`src/rtl/otter_pc_pkg.sv`:
```
// otter_pc_pkg: shared state encoding and constants for the OTTER PC controller
package otter_pc_pkg;
  typedef enum logic [1:0] {INIT, FETCH, EXEC, TRAP} pc_state_t;
  localparam logic [1:0]  CAUSE_INTR      = 2'b01;
  localparam logic [1:0]  CAUSE_MISALIGN  = 2'b10;
  localparam logic [1:0]  CAUSE_FETCH_TMO = 2'b11;
  localparam logic [31:0] PC_INCR         = 32'd4;
endpackage

```
`src/rtl/otter_pc_next_sel.sv`:
```
// otter_pc_next_sel: next-PC priority mux (MRET > branch > PC+4) with misalignment flag
module otter_pc_next_sel
  import otter_pc_pkg::*;
(
  input  logic [31:0] pc,
  input  logic        br_taken,
  input  logic [31:0] br_target,
  input  logic        mret,
  input  logic [31:0] mepc,
  output logic [31:0] next_pc,
  output logic        misalign
);
  always_comb begin
    next_pc  = mret ? mepc : br_taken ? br_target : pc + PC_INCR;
    misalign = |next_pc[1:0];
  end
endmodule

```
`src/rtl/otter_pc_ctrl.sv`:
```
// otter_pc_ctrl: fetch/execute/trap sequencer driving the OTTER PC register
// Define OTTER_PC_RETIRE_CNT_EN to add the 64-bit RETIRE_CNT output.
module otter_pc_ctrl
  import otter_pc_pkg::*;
#(
  parameter int IMEM_TIMEOUT = 15
) (
  input  logic        clk,
  input  logic        RST_N,
  input  logic [31:0] PC_COUNT,
  output logic        IMEM_REQ,
  input  logic        IMEM_ACK,
  output logic        IR_VALID,
  input  logic        EXEC_DONE,
  input  logic        BR_TAKEN,
  input  logic [31:0] BR_TARGET,
  input  logic        MRET,
  input  logic [31:0] MEPC,
  input  logic [31:0] MTVEC,
  input  logic        INTR,
  input  logic        INT_EN,
  output logic [31:0] PC_DIN,
  output logic        PC_WE,
  output logic        PC_CLR,
  output logic        TRAP_TAKEN,
  output logic [1:0]  TRAP_CAUSE,
  output logic [31:0] TRAP_EPC
`ifdef OTTER_PC_RETIRE_CNT_EN
  ,
  output logic [63:0] RETIRE_CNT
`endif
);
  localparam int TMO_W = IMEM_TIMEOUT > 0 ? $clog2(IMEM_TIMEOUT + 1) : 1;
  // Trap fires in the cycle the counter shows IMEM_TIMEOUT-1, so REQ stays high exactly IMEM_TIMEOUT cycles
  localparam logic [TMO_W-1:0] TMO_LAST = TMO_W'(IMEM_TIMEOUT - 1);
  pc_state_t state;
  logic [TMO_W-1:0] tmo_cnt;
  logic [31:0] next_pc;
  logic misalign, done, tmo, unused_ok;
  otter_pc_next_sel u_next_sel (
    .pc(PC_COUNT),
    .br_taken(BR_TAKEN),
    .br_target(BR_TARGET),
    .mret(MRET),
    .mepc(MEPC),
    .next_pc(next_pc),
    .misalign(misalign)
  );
  assign unused_ok  = ^MTVEC[1:0];
  assign done       = state == EXEC && EXEC_DONE;
  assign tmo        = IMEM_TIMEOUT != 0 && !IMEM_ACK && tmo_cnt == TMO_LAST;
  assign IMEM_REQ   = state == FETCH;
  assign IR_VALID   = IMEM_REQ && IMEM_ACK;
  assign PC_CLR     = state == INIT;
  assign TRAP_TAKEN = state == TRAP;
  assign PC_WE      = TRAP_TAKEN || (done && !misalign);
  assign PC_DIN     = TRAP_TAKEN ? {MTVEC[31:2], 2'b00} : PC_WE ? next_pc : '0;
  always_ff @(posedge clk or negedge RST_N) begin
    if (!RST_N) begin
      state      <= INIT;
      tmo_cnt    <= '0;
      TRAP_CAUSE <= '0;
      TRAP_EPC   <= '0;
    end else begin
      case (state)
        INIT: state <= FETCH;
        FETCH:
          if (IMEM_ACK) begin
            tmo_cnt <= '0;
            state   <= EXEC;
          end else if (tmo) begin
            tmo_cnt    <= '0;
            TRAP_CAUSE <= CAUSE_FETCH_TMO;
            TRAP_EPC   <= PC_COUNT;
            state      <= TRAP;
          end else tmo_cnt <= tmo_cnt + TMO_W'(1);
        EXEC:
          if (EXEC_DONE) begin
            if (misalign) begin
              TRAP_CAUSE <= CAUSE_MISALIGN;
              TRAP_EPC   <= PC_COUNT;
              state      <= TRAP;
            end else if (INTR && INT_EN) begin
              TRAP_CAUSE <= CAUSE_INTR;
              TRAP_EPC   <= next_pc;
              state      <= TRAP;
            end else state <= FETCH;
          end
        TRAP: state <= FETCH;
        default: state <= INIT;
      endcase
    end
  end
`ifdef OTTER_PC_RETIRE_CNT_EN
  always_ff @(posedge clk or negedge RST_N) begin
    if (!RST_N) RETIRE_CNT <= '0;
    else if (done && !misalign) RETIRE_CNT <= RETIRE_CNT + 64'd1;
  end
`endif
endmodule
```
`config.mk`:
```
export PLATFORM = sky130hd
export DESIGN_NAME = otter_pc_ctrl
export DESIGN_NICKNAME = d
export VERILOG_FILES = /design/src/rtl/otter_pc_pkg.sv /design/src/rtl/otter_pc_next_sel.sv /design/src/rtl/otter_pc_ctrl.sv
export SDC_FILE = /design/constraint.sdc
export NUM_CORES = 1
export LEC_CHECK = 0
export CORE_ASPECT_RATIO = 1.2
export CORE_MARGIN = 3
export CORE_UTILIZATION = 39
export CTS_CLUSTER_DIAMETER = 80
export DETAILED_ROUTE_END_ITERATION = 6
export HOLD_SLACK_MARGIN = 0.06
export PLACE_DENSITY = 0.89
export SYNTH_ARGS = -nofsm -noshare
export SYNTH_HDL_FRONTEND = slang
export SYNTH_SLANG_ARGS = --single-unit
```
`constraint.sdc`:
```
create_clock -name clk -period 4.1 [get_ports clk]
set_input_delay 0.82 -clock clk [delete_from_list [all_inputs] [get_ports clk]]
set_output_delay 0.82 -clock clk [all_outputs]
set_load 0.02 [all_outputs]
```
-- After elaboration in Yosys (flattened, before gate mapping)
Index checks and enable logic that the tools add are counted.
W data, S select, Z words.
- bits in registers: 40
- output and inout bits: 71
- logic and storage cells: 52
- add/sub/neg operators: 2
- eq/ne operators: 9
- muxes and demuxes: 23
- reduce and logical (&&, ||, !) cells: 14
- operators by type and width (operator ; count):
    $mux W32 ; 9
    $pmux W32 S2 ; 1
    $add A32 B3 Y32 const B ; 1
    $mux W2 ; 9
    $mux W4 ; 2
    $pmux W2 S3 ; 1
    $logic_and A1 B1 Y1 ; 5
    $reduce_and A5 Y1 ; 1
    $add A4 B1 Y4 const B ; 1
    $eq A2 B2 Y1 const B ; 2
    $eq A4 B4 Y1 const B ; 1
    $ne A2 B2 Y1 const B ; 2
    $pmux W2 S2 ; 1
    $reduce_or A2 Y1 ; 2
    $ne A3 B1 Y1 const B ; 1
    $ne A3 B2 Y1 const B ; 1
    $eq A2 B1 Y1 const B ; 1
    $logic_not A1 Y1 ; 2
    $logic_not A2 Y1 ; 1
    $ne A2 B1 Y1 const B ; 1
    $reduce_and A2 Y1 ; 1
    $reduce_bool A2 Y1 ; 1
    $logic_or A1 B1 Y1 ; 1

-- Logic depth before layout (Yosys ltp)
- depth in word-level cells: 9
- depth in mapped cells: 9

-- By module
Synthesis repeated with hierarchy kept, for this count alone.
- cells, all modules: 388
- area total of the unflattened synthesis: 3631.0 sq um
- by module, submodules not included (module ; times used ; cells an instance ; area each (sq um)):
    otter_pc_ctrl ; 1 ; 207 ; 2506.2
    otter_pc_next_sel ; 1 ; 181 ; 1124.8

-- Worst setup path before layout
No wires, ideal clock.
- kind: input port to output port
- from: input PC_COUNT[2]
- to: output PC_DIN[28]
- data arrival time: 2.897 ns
- required time: 3.280 ns
- slack: 0.383 ns
- stages: 9
- buffers on the path: 2
- path through: ha_1 > clkbuf_1 > nand4_1 > or4_1 > clkbuf_2 > nor4_1 > xor2_1 > a222oi_1 > o21ai_0
- word-level cells in the longest chain between the ends: 5
- ends and longest elaborated chain (item ; line ; RTL):
    start: declaration ; otter_pc_ctrl.sv:10 ; input logic [31:0] PC_COUNT,
    $add A32 B3 Y32 ; otter_pc_next_sel.sv:14 ; next_pc = mret ? mepc : br_taken ? br_target : pc + PC_INCR;
    $mux W32 (2 in a row) ; otter_pc_next_sel.sv:14 ;
    $mux W32 (2 in a row) ; otter_pc_ctrl.sv:57 ; assign PC_DIN = TRAP_TAKEN ? {MTVEC[31:2], 2'b00} : PC_WE ? next_pc : '0;
    end: declaration ; otter_pc_ctrl.sv:22 ; output logic [31:0] PC_DIN,
No other way between the ends.

-- Worst setup path in the final report
- from: input PC_COUNT[9]
- to: output PC_DIN[25]
The elaborated chain is that of the path after synthesis.

==> results.sh <==
export IMPL_status="finished, final reports clean"
export IMPL_synth_simple_area_share_pct=22.8
export IMPL_hold_ws_ns=0.489
export IMPL_grt_usage_pct=32.0
export IMPL_synthTopCellsByArea="dfrtp_1, o21ai_0, nand2_1"
export IMPL_gp_congestion=0.919
export IMPL_synth_top_area_share_pct=28.2
export IMPL_ys_ff_latch=40
export IMPL_drc=0
export IMPL_postRouteAntennaNets=0
export IMPL_swShare_pct=47.4
export IMPL_hold_path_depth=2
export IMPL_synth_top_cell_by_area="dfrtp_1"
export IMPL_synth_distinct_cells=61
export IMPL_p_int_mw=1.71
export IMPL_sequentialPowerShare_pct=21.9
export IMPL_grt_util_met1_pct=37.7
export IMPL_synthCells=465
export IMPL_path_cells="clkdlybuf4s50_1, nand4_1, or3_4, nor4_2, xor2_1, a21oi_1, o21ai_0, dlygate4sd2_1"
export IMPL_grt_max_degree=41
export IMPL_synth_adder_area_share_pct=2.82
export IMPL_worst_hold_path_type="reg -> reg"
export IMPL_worstPathArrival_ns=3.20
export IMPL_dr_first_iter_drc_count=341
export IMPL_synth_edf_count=0
export IMPL_placedCellCount=817
export IMPL_fp_row_count=37
export IMPL_path_class="in -> out"
export IMPL_vias=4858
export IMPL_wire_per_inst_microns=20.4
export IMPL_synthArstFlopShare_pct=100
export IMPL_port_buffers=202
export IMPL_ys_top_cells_by_count="nand2_1, o21ai_0, dfrtp_1, nor2_1"
export IMPL_fin_cells=828
export IMPL_critPathMaxStageDelay_ns=0.50
export IMPL_synth_top_family_by_area="compound AO/OA/AOI/OAI gates"
export IMPL_synthXorXnorAreaFrac_pct=5.18
export IMPL_syn_to_final_growth_pct=77.9
export IMPL_drive_above_1_share_pct=15.6
export IMPL_fmax_mhz=249
export IMPL_hold_viol=0
export IMPL_wirelength_microns=16900
export IMPL_ir_worst_vdd_v=0.000554
export IMPL_antenna_found_initial=0
export IMPL_grt_overflow_total=0
export IMPL_cts_tree="built"
export IMPL_finalSetupViolCount=0
export IMPL_dp_hpwl_microns=12800
export IMPL_p_total_mw=3.25
export IMPL_start_util_pct=40.8
export IMPL_cts_buffers_inserted=5
export IMPL_fillers=710
export IMPL_powerDensity_mw_per_mm2=514
export IMPL_grt_pass1_vias=5131
export IMPL_comb_power_share_pct=69.1
export IMPL_final_max_slew_viol_count=0
export IMPL_crit_required_ns=3.28
export IMPL_fin_skew_ns=0.00607
export IMPL_min_period_ns=4.02
export IMPL_synthMuxAreaShare_pct=2.57
export IMPL_slowest_stage="clkdlybuf4s50_1"
export IMPL_tightest_slew_ns=0.990
export IMPL_synth_main_ff_cell="dfrtp_1"
export IMPL_yosysMostFrequentCell="nand2_1"
export IMPL_maxCapViolCount=0
export IMPL_relSlewSlack_pct=34.0
export IMPL_dieHeight_microns=111
export IMPL_clk_pin_slew_worst_paths_ns=0.08
export IMPL_finalNetCount=854
export IMPL_clock_sinks=40
export IMPL_use_met3_pct=5.86
export IMPL_synth_compound_area_share_pct=32.3
export IMPL_yosysWarnings=0
export IMPL_ys_seq_area_share_pct=28.2
export IMPL_cts_max_level=2
export IMPL_cp_start_kind="input port"
export IMPL_cts_root_buf="clkbuf_8"
export IMPL_grt_pass1_wl_microns=26400
export IMPL_hold_buffers=0
export IMPL_n_antenna_cell=0
export IMPL_io_pins=207
export IMPL_clkLatencyLatePin_ns=0.30
export IMPL_detail_route_vias_per_cell=5.87
export IMPL_critPathCaptureType="output port"
export IMPL_period_share_pct=98.0
export IMPL_finish_utilization_pct=72.6
export IMPL_core_sq_mm=0.00870
export IMPL_p_sw_mw=1.54
export IMPL_dieWidth_microns=93.1
export IMPL_grt_util_met2_pct=56.4
export IMPL_grt_busiest_layer="met2"
export IMPL_p_leak_nw=2.79
export IMPL_clk_path_buf_depth=2
export IMPL_r2r_cells=8
export IMPL_synth_area_sq_mm=0.00355
export IMPL_path_max_fanout=5
export IMPL_avgSynthCellArea_sq_um=7.64
export IMPL_setup_tns_ns=0
export IMPL_dr_pass1_iters=5
export IMPL_die_area_sq_mm=0.0103
export IMPL_p_clk_share_pct=9.0
[path summary, 6_finish.rpt]
| check | start | to | slack [ns] |
|---|---|---|---|
| min in group asynchronous | RST_N | TRAP_EPC[2]$_DFFE_PN0P_ | 0.67 |
| hold reg to reg | TRAP_EPC[12]$_DFFE_PN0P_ | TRAP_EPC[12]$_DFFE_PN0P_ | 0.49 |
| setup / recovery | PC_COUNT[9] | PC_DIN[25] | 0.08 |
| hold / removal | TRAP_EPC[12]$_DFFE_PN0P_ | TRAP_EPC[12]$_DFFE_PN0P_ | 0.49 |
| setup reg to reg | state[0]$_DFFE_PN0P_ | TRAP_EPC[26]$_DFFE_PN0P_ | 1.64 |
| max in group asynchronous | RST_N | TRAP_EPC[1]$_DFFE_PN0P_ | 2.81 |
[placed cells by master, fill, tap and decap left out, drive strengths merged, types with 4 or more instances in the layout]
cell,netlist,layout
clkdlybuf4s50,0,166
buf,10,78
nand2,59,59
o21ai,59,59
dfrtp,40,40
nor2,31,31
a21oi,25,25
a22o,23,23
nand3,15,15
dlygate4sd2,0,14
dlymetal6s2s,0,13
inv,12,12
nand4,12,12
xor2,11,11
nor3,11,11
xnor2,10,10
o211ai,9,9
clkbuf,28,9
mux2i,8,8
a211oi,8,8
ha,8,8
nor4,7,7
o22ai,5,5
o21a,5,5
a222oi,5,5
a21o,5,5
nand2b,5,5
and4,5,5
o31ai,5,5
or3,4,4
[worst max-delay path, delay by kind of cell]
family | cells | cell delay, ns
AO/OA/AOI/OAI | 2 | 0.23
XOR/XNOR | 1 | 0.22
AND/OR/NAND/NOR | 3 | 1.07
buffers and inverters | 2 | 0.85
[logic make-up after synthesis]
group                      after synthesis
AOI/OAI and AO/OA                      172
and+or+nand+nor                        164
buffers and inverters                   50
DFF                                     40
xor gates and xnor gates                21
muxes                                    9
adders and majority gates                8
other                                    1
[routing by layer]
layer / vias up / wire length, microns
li1: 2220 / -
met1: 2328 / 6020
met2: 275 / 8850
met3: 35 / 1470
met4: 0 / 508
met5: - / 0
[power groups by stage]
stage | Sequential [mW] | Clock, mW | Combinational, mW
2_1_floorplan | 0.891 | 0 | 1.01
3_3_place_gp | 0.702 | 0 | 2.22
3_5_place_dp | 0.717 | 0 | 2.28
4_1_cts | 0.711 | 0.292 | 2.25
5_1_grt | 0.736 | 0.310 | 2.42
6_report | 0.713 | 0.291 | 2.25
[flip-flops by register name, summed over array words and instances, names as in the netlist]
register / flops
TRAP_EPC: 32
state: 2
tmo_cnt: 4
TRAP_CAUSE: 2
[area by class of cell]
class	instances	area [sq um]	area share, %
multi-input cells	376	2480	39.3
flip-flops and latches	40	1000	15.8
clock inverters	2	10.0	0.158
repair buffers	275	2550	40.4
well taps	117	146	2.32
clock buffers	6	82.6	1.31
inverters	12	45.0	0.712
[what timing repair did]
item / in CTS / in global routing
buffers inserted: 2 / 1
gates resized for setup: 42 / 40
endpoints found under the hold margin: 0 / 0
pin swaps: 5 / 9
endpoints found under the setup margin: 26 / 22
[through the flow]
stage | setup WS (ns) | instance area, sq um
final | 0.0835 | 6320
after global routing | -0.0229 | 6320
after CTS | 0.00154 | 6240
after detailed placement | -0.460 | 6080
after global placement | -0.401 | 6080
after floorplan | 0.383 | 3560
(Power assumes the default switching activity.)
